**src/rtl/key_debounce_pkg.sv**
```systemverilog
`default_nettype none
// ============================================================================
//  Module      : key_debounce_pkg
//  Description : Shared types and defaults for the pushbutton debouncer.
//                Holds the FSM state encoding, the default debounce and
//                auto-repeat timing, and a counter-width helper.
//  Revision    : 1.0 - initial release
// ============================================================================
package key_debounce_pkg;

    // Debouncer FSM states, fixed 2-bit encoding
    typedef enum logic [1:0] {
        IDLE         = 2'd0,
        PRESS_WAIT   = 2'd1,
        PRESSED      = 2'd2,
        RELEASE_WAIT = 2'd3
    } kdb_state_t;

    // Default timing, in clock cycles
    localparam int unsigned c_STABLE_CYCLES_DEF = 16;
    localparam int unsigned c_REPEAT_DELAY_DEF  = 50_000_000;
    localparam int unsigned c_REPEAT_PERIOD_DEF = 10_000_000;

    // Bits needed for a counter that counts 0 .. max_count-1 (at least 1 bit)
    function automatic int unsigned width_for(input int unsigned max_count);
        int unsigned w;
        w = $clog2(max_count);
        return (w < 1) ? 1 : w;
    endfunction

endpackage
`default_nettype wire

```
**src/rtl/sync_2ff.sv**
```systemverilog
`default_nettype none
// ============================================================================
//  Module      : sync_2ff
//  Description : Two-stage synchronizer for a single asynchronous bit.
//                Both stages reset to RESET_VALUE under an asynchronous,
//                active-low clear.
//  Revision    : 1.0 - initial release
// ============================================================================
module sync_2ff
    import key_debounce_pkg::*;
#(
    parameter logic RESET_VALUE = 1'b1
) (
    input  logic clock,
    input  logic clear,
    input  logic d,
    output logic q
);

    logic r_meta;
    logic r_sync;

    // Two back-to-back flops; the first may go metastable, the second resolves it
    always_ff @(posedge clock or negedge clear) begin
        if (!clear) begin
            r_meta <= RESET_VALUE;
            r_sync <= RESET_VALUE;
        end else begin
            r_meta <= d;
            r_sync <= r_meta;
        end
    end

    assign q = r_sync;

endmodule
`default_nettype wire

```
**src/rtl/key_debounce_pulse.sv**
```systemverilog
`default_nettype none
// ============================================================================
//  Module      : key_debounce_pulse
//  Description : Debounces a raw active-low pushbutton. Each accepted press
//                produces a single-cycle 'pulse'; 'held' follows the
//                debounced pressed level. A level change is accepted only
//                after STABLE_CYCLES consecutive identical synchronized
//                samples.
//                Optional auto-repeat is compiled in with the macro
//                KEY_DEBOUNCE_AUTOREPEAT_EN: while held, extra pulses follow
//                REPEAT_DELAY cycles after the press pulse and then every
//                REPEAT_PERIOD cycles.
//  Revision    : 1.0 - initial release
// ============================================================================
module key_debounce_pulse
    import key_debounce_pkg::*;
#(
    parameter int unsigned STABLE_CYCLES = c_STABLE_CYCLES_DEF,
    parameter int unsigned REPEAT_DELAY  = c_REPEAT_DELAY_DEF,
    parameter int unsigned REPEAT_PERIOD = c_REPEAT_PERIOD_DEF
) (
    input  logic clock,
    input  logic clear,
    input  logic key_n,
    output logic pulse,
    output logic held
);

    // Debounce counter runs 0 .. STABLE_CYCLES-1 and never wraps
    localparam int unsigned         c_CNT_W    = width_for(STABLE_CYCLES);
    localparam logic [c_CNT_W-1:0]  c_CNT_ONE  = c_CNT_W'(1);
    localparam logic [c_CNT_W-1:0]  c_CNT_LAST = c_CNT_W'(STABLE_CYCLES - 1);

    logic               w_ks;
    kdb_state_t         r_state;
    kdb_state_t         w_state_nxt;
    logic [c_CNT_W-1:0] r_cnt;
    logic [c_CNT_W-1:0] w_cnt_nxt;
    logic               r_pulse;
    logic               w_pulse_nxt;
    logic               r_held;
    logic               w_held_nxt;

`ifdef KEY_DEBOUNCE_AUTOREPEAT_EN
    // Repeat counter covers the longer of the two repeat intervals
    localparam int unsigned c_RPT_MAX = (REPEAT_DELAY > REPEAT_PERIOD) ? REPEAT_DELAY
                                                                       : REPEAT_PERIOD;
    localparam int unsigned         c_RPT_W           = width_for(c_RPT_MAX);
    localparam logic [c_RPT_W-1:0]  c_RPT_ONE         = c_RPT_W'(1);
    localparam logic [c_RPT_W-1:0]  c_RPT_DELAY_LAST  = c_RPT_W'(REPEAT_DELAY - 1);
    localparam logic [c_RPT_W-1:0]  c_RPT_PERIOD_LAST = c_RPT_W'(REPEAT_PERIOD - 1);

    logic [c_RPT_W-1:0] r_rpt_cnt;
    logic [c_RPT_W-1:0] w_rpt_cnt_nxt;
    // Set once the initial delay has elapsed; later repeats use the period
    logic               r_rpt_armed;
    logic               w_rpt_armed_nxt;
`else
    // Repeat timing has no effect when auto-repeat is not built in
    logic w_unused_rpt;
    assign w_unused_rpt = (REPEAT_DELAY == 0) ^ (REPEAT_PERIOD == 0);
`endif

    // Resynchronize the raw key; reset to 1 so a reset looks like "released"
    sync_2ff #(
        .RESET_VALUE (1'b1)
    ) u_sync (
        .clock (clock),
        .clear (clear),
        .d     (key_n),
        .q     (w_ks)
    );

    // State, debounce counter and output registers
    always_ff @(posedge clock or negedge clear) begin
        if (!clear) begin
            r_state <= IDLE;
            r_cnt   <= '0;
            r_pulse <= 1'b0;
            r_held  <= 1'b0;
        end else begin
            r_state <= w_state_nxt;
            r_cnt   <= w_cnt_nxt;
            r_pulse <= w_pulse_nxt;
            r_held  <= w_held_nxt;
        end
    end

`ifdef KEY_DEBOUNCE_AUTOREPEAT_EN
    // Auto-repeat counter and phase flag
    always_ff @(posedge clock or negedge clear) begin
        if (!clear) begin
            r_rpt_cnt   <= '0;
            r_rpt_armed <= 1'b0;
        end else begin
            r_rpt_cnt   <= w_rpt_cnt_nxt;
            r_rpt_armed <= w_rpt_armed_nxt;
        end
    end
`endif

    // Next-state, counter and output decode
    always_comb begin
        w_state_nxt = r_state;
        w_cnt_nxt   = r_cnt;
        w_pulse_nxt = 1'b0;           // pulse is always a single cycle
        w_held_nxt  = r_held;
`ifdef KEY_DEBOUNCE_AUTOREPEAT_EN
        // Outside PRESSED the repeat timer is held clear, so every entry
        // into PRESSED starts the full initial delay again
        w_rpt_cnt_nxt   = '0;
        w_rpt_armed_nxt = 1'b0;
`endif

        case (r_state)
            IDLE: begin
                w_cnt_nxt = '0;
                if (!w_ks) begin
                    w_state_nxt = PRESS_WAIT;
                    w_cnt_nxt   = c_CNT_ONE;
                end
            end

            PRESS_WAIT: begin
                if (w_ks) begin
                    // Bounce: abandon the press silently
                    w_state_nxt = IDLE;
                    w_cnt_nxt   = '0;
                end else if (r_cnt == c_CNT_LAST) begin
                    w_state_nxt = PRESSED;
                    w_cnt_nxt   = '0;
                    w_pulse_nxt = 1'b1;
                    w_held_nxt  = 1'b1;
                end else begin
                    w_cnt_nxt = r_cnt + c_CNT_ONE;
                end
            end

            PRESSED: begin
                w_cnt_nxt = '0;
                if (w_ks) begin
                    w_state_nxt = RELEASE_WAIT;
                    w_cnt_nxt   = c_CNT_ONE;
                end
`ifdef KEY_DEBOUNCE_AUTOREPEAT_EN
                else if (r_rpt_cnt == (r_rpt_armed ? c_RPT_PERIOD_LAST
                                                   : c_RPT_DELAY_LAST)) begin
                    w_pulse_nxt     = 1'b1;
                    w_rpt_cnt_nxt   = '0;
                    w_rpt_armed_nxt = 1'b1;
                end else begin
                    w_rpt_cnt_nxt   = r_rpt_cnt + c_RPT_ONE;
                    w_rpt_armed_nxt = r_rpt_armed;
                end
`endif
            end

            RELEASE_WAIT: begin
                if (!w_ks) begin
                    // Bounce on release: back to pressed without a new pulse
                    w_state_nxt = PRESSED;
                    w_cnt_nxt   = '0;
                end else if (r_cnt == c_CNT_LAST) begin
                    w_state_nxt = IDLE;
                    w_cnt_nxt   = '0;
                    w_held_nxt  = 1'b0;
                end else begin
                    w_cnt_nxt = r_cnt + c_CNT_ONE;
                end
            end

            default: begin
                w_state_nxt = IDLE;
                w_cnt_nxt   = '0;
                w_held_nxt  = 1'b0;
            end
        endcase
    end

    assign pulse = r_pulse;
    assign held  = r_held;

endmodule
`default_nettype wire
```
**config.mk**
```make
export PLATFORM = sky130hd
export DESIGN_NAME = key_debounce_pulse
export DESIGN_NICKNAME = d
export VERILOG_FILES = /design/src/rtl/key_debounce_pkg.sv /design/src/rtl/sync_2ff.sv /design/src/rtl/key_debounce_pulse.sv
export SDC_FILE = /design/constraint.sdc
export NUM_CORES = 1
export LEC_CHECK = 0
export ABC_AREA = 1
export BUFFER_PORTS_ARGS = -buffer_cell sky130_fd_sc_hd__buf_4
export CORE_AREA = 2 2 39 41
export CTS_BUF_LIST = sky130_fd_sc_hd__clkbuf_4
export CTS_CLUSTER_DIAMETER = 50
export DETAILED_ROUTE_END_ITERATION = 8
export DIE_AREA = 0 0 41 43
export HOLD_SLACK_MARGIN = 0.03
export SLEW_MARGIN = 20
export SYNTH_ARGS = -nofsm -noshare
export SYNTH_HDL_FRONTEND = slang
export SYNTH_SLANG_ARGS = --single-unit
```
**constraint.sdc**
```tcl
create_clock -name clock -period 1.4 [get_ports clock]
set_input_delay 0.14 -clock clock [delete_from_list [all_inputs] [get_ports clock]]
set_output_delay 0.14 -clock clock [all_outputs]
set_load 0.1 [all_outputs]
```
### Word level (Yosys, flattened, before mapping)

Cells that the tools add are included.

| word-level totals | value |
|---|---|
| word-level logic and storage cells | 44 |
| bits of input ports | 3 |
| output and inout port bits | 2 |
| flip-flop bits (word level) | 10 |

| operators by class | value |
|---|---|
| reductions and logical operators | 4 |
| add/sub/neg operators | 1 |
| equality and inequality tests | 12 |
| multiplexer cells | 21 |

Operators by type and width:

| kind | count |
|---|---|
| $pmux 4 s4 | 1 |
| $mux 2 | 6 |
| $mux 4 | 3 |
| $mux 1 | 9 |
| $ne 2x2->1 const B | 4 |
| $pmux 2 s4 | 1 |
| $reduce_and 5->1 | 1 |
| $add 4x1->4 const B | 1 |
| $eq 2x2->1 const B | 2 |
| $eq 4x4->1 const B | 1 |
| $ne 2x1->1 const B | 2 |
| $reduce_and 4->1 | 1 |
| $ne 3x2->1 const B | 1 |
| $ne 3x3->1 const B | 1 |
| $eq 2x1->1 const B | 1 |
| $logic_not 2->1 | 1 |
| $pmux 1 s2 | 1 |
| $reduce_bool 2->1 | 1 |

### Depth between registers and ports, before layout

| depth | value |
|---|---|
| word-level depth | 4 |
| mapped depth | 7 |
| mapped depth without buffers | 7 |

### Cells and area by module

From an unflattened synthesis, not the netlist that was laid out.

| unflattened totals | value |
|---|---|
| cells, all modules | 45 |
| area, all modules | 421.7 um^2 |

Modules (own cells, without submodules):

| module | cells each | instances | sequential area each (um^2) | area each (um^2) |
|---|---|---|---|---|
| key_debounce_pulse | 43 | 1 | 200.2 | 369.1 |
| sync_2ff | 2 | 1 | 52.6 | 52.6 |

### Least setup slack after synthesis

OpenSTA, ideal clock, no wires.

| path | value |
|---|---|
| path type | register -> register |
| start | register, netlist name held |
| end | register r_held, in the netlist held |
| cell stages (with the launch flop) | 3 |
| buffers on the path | 0 |
| setup time | 0.067 ns |
| data arrival time | 1.079 ns |
| data required time | 1.333 ns |
| clock period less this slack | 1.146 ns |
| setup slack | 0.254 ns |
| path through | dfrtp_1 nand2_1 nand2_1 |

RTL lines:

| what | line | source |
|---|---|---|
| end signal, assigned | key_debounce_pulse.sv:85 | `r_held <= w_held_nxt;` |
| end, declared | key_debounce_pulse.sv:41 | `logic r_held;` |

### Final worst setup path

| path | value |
|---|---|
| start | register r_cnt[0] |
| end | register r_held, in the netlist held |

| on the way | value |
|---|---|
| cells in the longest elaborated chain, start to end | 3 |
| elaborated cells on any way between the ends | 4 |
| classes of those cells | eq/ne (3); reduce/logical (1) |

RTL lines:

| what | line | source |
|---|---|---|
| start, declared | key_debounce_pulse.sv:37 | `logic [c_CNT_W-1:0] r_cnt;` |
| start signal, assigned | key_debounce_pulse.sv:83 | `r_cnt <= w_cnt_nxt;` |
| $eq 4x4->1 * | key_debounce_pulse.sv:129, key_debounce_pulse.sv:163 |  |
| $ne 2x2->1 (no source line) | n/a |  |
| $reduce_and 5->1 (no source line) * | n/a |  |

Every way passes the cells marked *; elsewhere a longest branch is shown, timed or not.
A chain may end at the register's enable or synchronous reset.

==> results.md <==
* Crit start category: flip-flop
* Area taken by multi-input logic gates at 143 um2
* Seq/Total Area, Yosys at 59.9%
* Storage cell area at 253 um2
* Status: finished, final reports clean
* Maximum clock path buffer count at 2
* Starting density of the core at 30.5%
* Critical-path top delay cell: dfrtp_1
* Filler cells at 144
* Fraction of layout cells with a size suffix above 1 at 22.6%
* Hold Path Class: in -> async
* PnR Total Power at 535 uW
* Synth top area cells: dfrtp_1 (47%), dfstp_2 (12%), nand2_1 (11%)
* Initial antenna violation count at 0
* Number of synthesized flops with an enable pin at 0
* Final WS setup at 0.248 ns
* Clock root cell: clkbuf_4
* Worst Clk Skew at 0.00188 ns
* TNS Setup at 0 ns
* RePlAce Congestion at 0.755
* Maximum vdd drop at 0.000449 V
* Worst setup EP type: flip-flop
* Non-filler cells in the finished layout at 69
* Global route overflow at 0
* Fmax at 0.868 GHz
* Sw frac at 22.1%
* Clock transition at path regs at 0.07 ns
* Largest net degree at the start of global routing at 11
* DIE AREA at 0.00176 mm2
* Worst Path Arrival at 1.31 ns
* CTS tree: yes
* Synth async-reset ratio at 100%
* Worst Hold Slack at 0.238 ns
* Leakage at 0.261 nW
* Unique cell type count in the Yosys netlist at 14
* RSZ-0062 raised after global routing: no
* Most frequent cell after synthesis: nand2_1
* Post-synth top cells: nand2_1 (12), dfrtp_1 (8), inv_1 (7)
* Hpwl dp at 451 um
* # setup viols final at 0
* Critical path fanouts, max at 6
* Io pins at 5
* Gate power share at 5.9%
* Final Cycle Share at 82.3%
* Worst Tran Pin Value at 0.278 ns
* Drt drc at 0
* Post-placement setup slack at 0.270 ns
* # placed instances at 63
* Mean post-synth cell area at 9.81 um2
* Synth area leader: dfrtp_1
* CP cell instances: ha_1, nand3_2, nor2_4, nand2_1, nand2_1, nand2_1
* Nets at 58
* First-pass GRT wire length at 1260 um
* Synth Cell Area at 422 um2
* Syn Nets at 47
* Num rows at 14
* Worst-Skew Late Latency at 0.26 ns
* CORE AREA at 0.00138 mm2
* Syn Inst Count at 43
* Antenna diodes at 0
* Final Max Slew Viols at 0
* Area delta synth->final at 22.8%
* Clock power frac at 36.9%
* Worst Path Required at 1.55 ns
* Synth top area share at 47.5%
* Final wirelength at 653 um
* Die width at 41 um
* Sequential Power Share at 57.3%
* PortBufs at 4
* Critical Path Max Stage Delay at 0.39 ns
* DRT Pass-1 Iters at 4
* Final hold vios at 0
* Detailed-route wire length per cell at 9.46 um
* Post-route minimum period at 1.15 ns
* MaxCap Viol Count at 0
* Power Internal at 417 uW
* H-tree depth at 1
* CTS sink cnt at 10
* GRT Util Overall at 10.8%
* Die span in y at 43 um
* CTS buffer count at 3
* PD cells at 1030 mW/mm2
* Slew Limit Headroom at 81.6%
* DR vias/cell at 4.16
* Switching pwr at 118 uW
* Crit-path most repeated cell: nand2_1
* Yosys warns at 0
* Setup Crit Path Kind: reg -> reg
* DR vias at 287
* #FFs+latches synth at 10
* Final ANT Viol Nets at 0
* Ys flop type: dfrtp_1
* DRT iter0 DRCs at 3
* Vias in the first global route at 305
## sequential cells by signal (all words and copies together) (netlist names), named ones only
| name | count |
|---|---|
| pulse | 1 |
| u_sync.r_meta | 1 |
| held | 1 |
| r_state | 1 |
| r_cnt | 4 |
| u_sync.q | 1 |
## power groups by stage
stage | clock network, mW | registers (mW) | logic (mW)
final | 0.197 | 0.306 | 0.0314
after global routing | 0.231 | 0.307 | 0.0371
after CTS | 0.205 | 0.306 | 0.0328
after detailed placement | 0 | 0.311 | 0.0272
after global placement | 0 | 0.311 | 0.0273
after floorplan | 0 | 0.310 | 0.0152
## routing by layer
metal | wire [um] | track usage [%] | part of all wire [%] | vias up
met5 | 0 | 0 | 0 | -
met1 | 307 | 15.6 | 47 | 131
met4 | 0 | 6.00 | 0 | 0
li1 | - | - | - | 154
met3 | 14 | 3.14 | 2.1 | 0
met2 | 331 | 14.1 | 51 | 2
## cells by family (layout without fill, tap and decap cells)
family	after synthesis	after routing	share of synthesized area, %
AOI/OAI and AO/OA	1	1	1.19
xor gates and xnor gates	1	1	2.08
adders and majority gates	1	1	2.97
buffers and inverters	7	17	6.23
DFF	10	10	59.9
and+or+nand+nor	23	23	27.6
## layout by cell type (no fill, tap or decap)
cell type       n
ha_1            1
nor2_1          3
clkinv_1        1
dfrtp_1         8
nand2_1        12
dlygate4sd3_1   2
nand3_1         2
nor3_1          1
dfstp_2         2
nand3_2         2
nor3b_1         1
nor2_4          1
o21ai_0         1
xnor2_1         1
nand4_1         1
buf_4           4
inv_1           7
clkbuf_4        3
## critical path: cells and delay by family, from the launching register on
kind | cells | cell delay (ns)
fa+ha+maj | 1 | 0.22
flops | 1 | 0.39
simple gates | 5 | 0.43
## final cells by class
| type | instances | area share [%] |
|---|---|---|
| flip-flops and latches | 10 | 48.8 |
| multi-input cells | 26 | 27.5 |
| repair buffers | 6 | 9.66 |
| inverters | 7 | 5.07 |
| clock buffers | 3 | 4.35 |
| well taps | 16 | 3.86 |
| clock inverters | 1 | 0.725 |
## final timing paths
check	cells after the start	slack, ns	start	to
min in group clock	0	0.36	u_sync.r_meta	u_sync.q
hold reg to reg	0	0.36	u_sync.r_meta	u_sync.q
hold / removal	2	0.24	clear	held
setup reg to reg	6	0.25	r_cnt[0]	held
max in group asynchronous	2	0.94	clear	u_sync.r_meta
setup / recovery	6	0.25	r_cnt[0]	held
## stage by stage
step	utilization [%]	area, um2
floorplan	-	422
global placement	34.1	472
detailed placement	34.1	472
CTS	37.4	518
global route	37.4	518
finish	37.4	518
## what timing repair did
item | 4_1_cts | 5_1_grt
resized for setup | 0 | 0
hold buffers | 2 | 0
hold endpoints to repair | 11 | 0
buffers inserted | 0 | 0
Power figures use the tool's default switching activity.
